[src/rtl/fp_pkg.sv]
// ============================================================================
// fp_pkg : shared opcodes, error codes, FSM states and Q8.23 format constants
// Revision: 1.0
// ============================================================================
`default_nettype none

package fp_pkg;

  localparam int WIDTH     = 32;
  localparam int FRAC_BITS = 23;

  localparam logic [1:0] OP_ADD  = 2'b00;
  localparam logic [1:0] OP_MUL  = 2'b01;
  localparam logic [1:0] OP_DIV  = 2'b10;
  localparam logic [1:0] OP_RSVD = 2'b11;

  localparam logic [1:0] ERR_OK      = 2'b00;
  localparam logic [1:0] ERR_ILLEGAL = 2'b01;
  localparam logic [1:0] ERR_TIMEOUT = 2'b10;

  typedef enum logic [2:0] {
    ST_IDLE     = 3'd0,
    ST_ISSUE    = 3'd1,
    ST_WAIT_AM  = 3'd2,
    ST_WAIT_DIV = 3'd3,
    ST_RESP     = 3'd4
  } state_e;

endpackage

`default_nettype wire

[src/rtl/fp_cmd_fifo.sv]
// ============================================================================
// fp_cmd_fifo : synchronous command FIFO with registered occupancy count
// Revision: 1.0
// ============================================================================
`default_nettype none

module fp_cmd_fifo #(
  parameter int DW    = 72,
  parameter int DEPTH = 4
) (
  input  logic                   clk,
  input  logic                   rst_n,
  input  logic                   push,
  input  logic [DW-1:0]          wdata,
  input  logic                   pop,
  output logic [DW-1:0]          rdata,
  output logic                   full,
  output logic                   empty,
  output logic [$clog2(DEPTH):0] count
);

  localparam int AW = $clog2(DEPTH);

  logic [DW-1:0] mem_q [DEPTH];
  logic [AW-1:0] wr_ptr_q;
  logic [AW-1:0] rd_ptr_q;
  logic [AW:0]   count_q;
  logic          w_push;
  logic          w_pop;

  // Full refuses a push even when a pop lands in the same cycle.
  assign full   = (count_q == (AW+1)'(DEPTH));
  assign empty  = (count_q == '0);
  assign w_push = push && !full;
  assign w_pop  = pop && !empty;
  assign rdata  = mem_q[rd_ptr_q];
  assign count  = count_q;

  always_ff @(posedge clk) begin
    if (w_push) begin
      mem_q[wr_ptr_q] <= wdata;
    end
  end

  always_ff @(posedge clk or negedge rst_n) begin
    if (!rst_n) begin
      wr_ptr_q <= '0;
      rd_ptr_q <= '0;
      count_q  <= '0;
    end else begin
      if (w_push) wr_ptr_q <= wr_ptr_q + AW'(1);
      if (w_pop)  rd_ptr_q <= rd_ptr_q + AW'(1);
      case ({w_push, w_pop})
        2'b10:   count_q <= count_q + (AW+1)'(1);
        2'b01:   count_q <= count_q - (AW+1)'(1);
        default: count_q <= count_q;
      endcase
    end
  end

endmodule

`default_nettype wire

[src/rtl/fp_op_sequencer.sv]
// ============================================================================
// fp_op_sequencer : buffers commands, issues them one at a time to the
// fixed-point core and returns tagged, error-flagged results.
// Revision: 1.0
// ============================================================================
`default_nettype none

module fp_op_sequencer #(
  parameter int WIDTH       = fp_pkg::WIDTH,
  parameter int DEPTH       = 4,
  parameter int AM_LAT      = 1,
  parameter int DIV_TIMEOUT = 64
) (
  input  logic                   clk,
  input  logic                   rst_n,
  input  logic                   in_valid,
  output logic                   in_ready,
  input  logic [1:0]             in_opcode,
  input  logic [WIDTH-1:0]       in_a,
  input  logic [WIDTH-1:0]       in_b,
  input  logic [3:0]             in_tag,
  output logic [1:0]             core_opcode,
  output logic [WIDTH-1:0]       core_a,
  output logic [WIDTH-1:0]       core_b,
  output logic                   core_start,
  input  logic [WIDTH-1:0]       core_result,
  input  logic                   core_done,
  output logic                   out_valid,
  input  logic                   out_ready,
  output logic [WIDTH-1:0]       out_result,
  output logic [3:0]             out_tag,
  output logic [1:0]             out_err,
  output logic [$clog2(DEPTH):0] fifo_count
);

  import fp_pkg::*;

  localparam int DW      = 2 + 2*WIDTH + 4;
  localparam int CNT_MAX = (AM_LAT > DIV_TIMEOUT) ? AM_LAT : DIV_TIMEOUT;
  localparam int CNT_W   = $clog2(CNT_MAX + 1);

  state_e           state_q, state_d;
  logic [1:0]       op_q, op_d;
  logic [3:0]       tag_q, tag_d;
  logic [1:0]       core_op_q, core_op_d;
  logic [WIDTH-1:0] core_a_q, core_a_d;
  logic [WIDTH-1:0] core_b_q, core_b_d;
  logic [CNT_W-1:0] cnt_q, cnt_d;
  logic [WIDTH-1:0] res_q, res_d;
  logic [1:0]       err_q, err_d;

  logic             fifo_pop;
  logic             fifo_full;
  logic             fifo_empty;
  logic [DW-1:0]    fifo_rdata;
  logic [1:0]       head_op;
  logic [WIDTH-1:0] head_a;
  logic [WIDTH-1:0] head_b;
  logic [3:0]       head_tag;

  fp_cmd_fifo #(
    .DW    (DW),
    .DEPTH (DEPTH)
  ) u_fifo (
    .clk   (clk),
    .rst_n (rst_n),
    .push  (in_valid),
    .wdata ({in_opcode, in_a, in_b, in_tag}),
    .pop   (fifo_pop),
    .rdata (fifo_rdata),
    .full  (fifo_full),
    .empty (fifo_empty),
    .count (fifo_count)
  );

  assign head_op  = fifo_rdata[DW-1 -: 2];
  assign head_a   = fifo_rdata[4+WIDTH +: WIDTH];
  assign head_b   = fifo_rdata[4 +: WIDTH];
  assign head_tag = fifo_rdata[3:0];

  assign in_ready    = !fifo_full;
  assign core_opcode = core_op_q;
  assign core_a      = core_a_q;
  assign core_b      = core_b_q;
  assign core_start  = (state_q == ST_ISSUE) && (op_q != OP_RSVD);
  assign out_valid   = (state_q == ST_RESP);
  assign out_result  = res_q;
  assign out_tag     = tag_q;
  assign out_err     = err_q;

  always_comb begin
    state_d   = state_q;
    op_d      = op_q;
    tag_d     = tag_q;
    core_op_d = core_op_q;
    core_a_d  = core_a_q;
    core_b_d  = core_b_q;
    cnt_d     = cnt_q;
    res_d     = res_q;
    err_d     = err_q;
    fifo_pop  = 1'b0;

    case (state_q)
      ST_IDLE: begin
        if (!fifo_empty) begin
          fifo_pop = 1'b1;
          op_d     = head_op;
          tag_d    = head_tag;
          // Core operands only change for a command that will really issue.
          if (head_op != OP_RSVD) begin
            core_op_d = head_op;
            core_a_d  = head_a;
            core_b_d  = head_b;
          end
          state_d = ST_ISSUE;
        end
      end
      ST_ISSUE: begin
        if (op_q == OP_RSVD) begin
          res_d   = '0;
          err_d   = ERR_ILLEGAL;
          state_d = ST_RESP;
        end else if (op_q == OP_DIV) begin
          cnt_d   = '0;
          state_d = ST_WAIT_DIV;
        end else begin
          cnt_d   = CNT_W'(AM_LAT);
          state_d = ST_WAIT_AM;
        end
      end
      ST_WAIT_AM: begin
        if (cnt_q <= CNT_W'(1)) begin
          res_d   = core_result;
          err_d   = ERR_OK;
          state_d = ST_RESP;
        end else begin
          cnt_d = cnt_q - CNT_W'(1);
        end
      end
      ST_WAIT_DIV: begin
        // A completion flag on the last allowed cycle beats the timeout.
        if (core_done) begin
          res_d   = core_result;
          err_d   = ERR_OK;
          state_d = ST_RESP;
        end else if (cnt_q == CNT_W'(DIV_TIMEOUT - 1)) begin
          res_d   = '0;
          err_d   = ERR_TIMEOUT;
          state_d = ST_RESP;
        end else begin
          cnt_d = cnt_q + CNT_W'(1);
        end
      end
      ST_RESP: begin
        if (out_ready) begin
          state_d = ST_IDLE;
        end
      end
      default: begin
        state_d = ST_IDLE;
      end
    endcase
  end

  always_ff @(posedge clk or negedge rst_n) begin
    if (!rst_n) begin
      state_q   <= ST_IDLE;
      op_q      <= '0;
      tag_q     <= '0;
      core_op_q <= '0;
      core_a_q  <= '0;
      core_b_q  <= '0;
      cnt_q     <= '0;
      res_q     <= '0;
      err_q     <= '0;
    end else begin
      state_q   <= state_d;
      op_q      <= op_d;
      tag_q     <= tag_d;
      core_op_q <= core_op_d;
      core_a_q  <= core_a_d;
      core_b_q  <= core_b_d;
      cnt_q     <= cnt_d;
      res_q     <= res_d;
      err_q     <= err_d;
    end
  end

endmodule

`default_nettype wire

[config.mk]
export PLATFORM = sky130hd
export DESIGN_NAME = fp_op_sequencer
export DESIGN_NICKNAME = d
export VERILOG_FILES = /design/src/rtl/fp_pkg.sv /design/src/rtl/fp_cmd_fifo.sv /design/src/rtl/fp_op_sequencer.sv
export SDC_FILE = /design/constraint.sdc
export NUM_CORES = 1
export LEC_CHECK = 0
export CAP_MARGIN = 20
export CORE_ASPECT_RATIO = 2
export CORE_MARGIN = 4
export CORE_UTILIZATION = 25
export CTS_CLUSTER_DIAMETER = 200
export CTS_CLUSTER_SIZE = 12
export DETAILED_ROUTE_END_ITERATION = 10
export GPL_TIMING_DRIVEN = 1
export SLEW_MARGIN = 5
export SYNTH_ARGS = -nofsm -noshare
export SYNTH_HDL_FRONTEND = slang
export SYNTH_HIERARCHICAL = 1
export SYNTH_SLANG_ARGS = --single-unit
export TNS_END_PERCENT = 10
[constraint.sdc]
create_clock -name clk -period 3.89 [get_ports clk]
set_clock_uncertainty 0.1 [all_clocks]
set_input_delay 0.5835 -clock clk [delete_from_list [all_inputs] [get_ports clk]]
set_output_delay 0.5835 -clock clk [all_outputs]
set_load 0.01 [all_outputs]
==> key figures <==
Status
  • Outcome: complete, no violations

Logic synthesis
  • Post-synth EDFFs: 280
  • Largest cells by area after synthesis: edfxtp_1 (55%), dfrtp_1 (20%), mux4_2 (10%)
  • Simple-gate area share of the yosys netlist: approximately 2.7%
  • Mapped Avg Cell Area: between 20 and 25 um^2
  • Multiplexer share of the synthesized area: 15.28%
  • Yosys top cell by area: edfxtp_1
  • Post-synthesis xor/xnor area fraction: 0.3421%
  • Cell Area, Synth: 0.01536 mm^2
  • Post-synth top flop: edfxtp_1
  • FFs w/ async S/R, synth: 30.52%
  • Yosys warning total: 6
  • Post-synthesis sequential area ratio: 74.77%
  • Adder-cell share of the synthesized area: less than 1%
  • Largest family of logic cells by synthesized area: multiplexers
  • Compound-Gate Fraction of Synth Area: 3.600%
  • Synth Net Count: 869
  • Unique masters post-synth: 60
  • Synth Register Bits: between 400 and 500
  • Cells after synthesis: 753
  • Synth top area share: 54.73%

Pwr
  • P_leak: between 6 and 7 nW
  • Clock network power share: between 20% and 30%
  • Sw Ratio: 30.62%
  • Max IR drop VDD: 0.4343 mV
  • Net Switching: 0.004730 W
  • Internal power: 0.01072 W
  • Logic pwr share: 34.7%
  • Sequential share of power: 42.4%
  • Pwr Density: 791.1 mW/mm^2
  • Total power: between 0.015 and 0.02 W

Layout
  • Commonest non-fill, non-tap cell in the layout: edfxtp_1
  • Fin nets: 1105
  • Final Core Density: 32.09%
  • P&R area growth vs syn: 27.11%
  • Share of layout cells above drive strength 1: 20.43%
  • Most frequent cells in the layout: edfxtp_1 (280), clkdlybuf4s50_1 (215), dfrtp_1 (121)

Timing
  • Endpoints failing setup: 0
  • Final Max Tran Viols: 0
  • Max_slew headroom: 38.67%
  • Fin. Hold Viols: 0
  • Final Cycle Share: 82.02%
  • Setup ws final: 0.6994 ns
  • RSZ-0062 raised after global routing: false
  • Fmax: 313.4 MHz
  • WHS: 0.03084 ns
  • Final min period: 3.191 ns
  • Worst-Margin Slew: 0.9199 ns
  • Setup total negative slack: 0 ns

Setup path
  • Critical R2R Launch: state_q[0]$_DFFE_PN0P_
  • CP required: 3.21 ns
  • Maximum fanout along the worst path: 21
  • Max stage delay cell, worst path: dfrtp_1
  • Data arrival, critical path: 2.51 ns
  • Setup crit end kind: output pin
  • Slowest cell delay on critical path: 0.73 ns
  • Worst Setup Path Type: reg -> out
  • CP cell instances: a21boi_0 -> nor3b_1 -> clkdlybuf4s50_1
  • Launching element type of the critical path: register
  • Setup crit start: state_q[0]$_DFFE_PN0P_

GRT
  • Met2 Use GR: 20.33%
  • Largest net degree at the start of global routing: 85
  • Met3 GRT Util: under 10%
  • Initial antenna violation count: 5
  • GRT Total Usage: a little over a tenth
  • Total gr overflow: 0
  • M1 GR Usage: 11.93%
  • Global-route wire length before repair: 54940 um
  • Vias in the first global route: 8856
  • Gr busiest metal: met2

CTS
  • H-Tree Level Count: 2
  • Clock sink count: 403
  • Resized Gates After CTS: 0
  • CTS Hold Bufs: 0
  • CTS Root Cell: clkbuf_16
  • Clk_lat worst skew: 0.54 ns
  • Reg clk slew, reported paths: 0.06 ns
  • Total CTS buffers: 39
  • Max Root-Sink Buffers: 3
  • CTS tree: done
  • Buffers inserted by post-CTS timing repair: 0

Die
  • Starting Density: 25.24%
  • Row count: 128
  • Die area: 0.06572 mm^2
  • Die Wd: 183.3 um
  • DIE HEIGHT: roughly 360 um
  • CORE AREA: between 0.06 and 0.07 mm^2
  • Ports: between 200 and 250

Run
  • Max-Cap Viols: 0

Detailed routing
  • Drt pass-1 iters: 4
  • Final wirelength: 35990 um
  • Drt wl/cell: around 20 um
  • Drt via density: 4.388
  • DRC errors left: 0
  • ANT nets after route: 0
  • Initial detailed-routing violation count: around 270
  • Via count: 7902

Place
  • Post-DP HPWL: 23230 um
  • Gpl congestion: 0.7943
  • Place WS: 0.8029 ns
  • Buffers on Ports: 216

Worst hold path
  • HP Class: in -> async
## critical path, delay by kind of cell (launching register included)
kind                   cells  cell delay (ns)
and+or+nand+nor            1             0.25
AOI/OAI and AO/OA          1             0.40
DFF                        1             0.73
buffers and inverters      1             0.59
## metal layers
metal | vias up | wire, um
met1 | 4098 | 13290
met5 | - | 14
met4 | 4 | 1294
met3 | 68 | 2114
met2 | 244 | 19280
li1 | 3488 | -
## state kept, by name (all words and copies together) (netlist names)
name             flops
core_b              32
u_fifo/wr_ptr_q      2
op_q                 2
core_a              32
core_opcode          2
cnt_q                7
out_tag              4
out_result          32
state_q              3
u_fifo/mem_q       280
u_fifo/count         3
out_err              2
u_fifo/rd_ptr_q      2
## final cells by class
cell class              instances  area [um^2]
diodes                          3        7.507
clock buffers                  69         1131
clock inverters                 1        7.507
fillers                      5898        41330
inverters                      16        60.06
multi-input cells             296         3498
flip-flops and latches        403        11490
well taps                     780        975.9
repair buffers                233         2354
## worst paths after layout
kind	cells after the start	end	slack [ns]
max	3	core_start	0.70
min	1	out_result[16]$_DFFE_PN0P_	0.03
max reg2reg	9	u_fifo/count[2]$_DFFE_PN0P_	0.80
min reg2reg	1	out_err[1]$_DFFE_PN0P_	0.40
max in group asynchronous	2	core_a[1]$_DFFE_PN0P_	2.82
min in group clk	1	out_err[1]$_DFFE_PN0P_	0.40
## through the flow
stage,std cells,area [um^2]
final,1801,19530
after global routing,1798,19520
after CTS,1798,19520
after detailed placement,1728,18380
after global placement,1728,18380
after floorplan,753,15360
## Yosys cell counts, drive strengths merged, types with 2 or more instances
| cell type | count |
|---|---|
| o31a | 2 |
| nor3 | 3 |
| nand2 | 28 |
| and2 | 4 |
| a211oi | 4 |
| or4 | 5 |
| mux2 | 66 |
| mux4 | 70 |
| nand4 | 2 |
| a21oi | 3 |
| xor2 | 3 |
| nand3 | 5 |
| nand2b | 2 |
| o311ai | 2 |
| nand3b | 2 |
| o211a | 2 |
| nor4 | 2 |
| nor3b | 2 |
| buf | 25 |
| dfrtp | 123 |
| mux2i | 2 |
| edfxtp | 280 |
| o211ai | 2 |
| o31ai | 2 |
| and3 | 5 |
| ha | 8 |
| xnor2 | 3 |
| clkbuf | 13 |
| a22o | 32 |
| nor2b | 2 |
| o21ai | 4 |
| nor2 | 11 |
| inv | 16 |
## power by group through the flow
stage / Clock [W] / Combinational (W) / Sequential [W]
floorplan: 0 / 0.00329 / 0.00664
global placement: 0 / 0.00544 / 0.00660
detailed placement: 0 / 0.00551 / 0.00665
CTS: 0.00372 / 0.00553 / 0.00658
global route: 0.00387 / 0.00584 / 0.00670
finish: 0.00354 / 0.00536 / 0.00655
## cell families (layout without fill, tap and decap cells)
family                     count (synthesis)  in the layout
other                                      0              3
DFF                                      403            403
and+or+nand+nor                           77             77
xor gates and xnor gates                   6              6
AOI/OAI and AO/OA                         66             66
adders and majority gates                  9              9
buffers and inverters                     54            319
muxes                                    138            138
(Power assumes the default switching activity.)
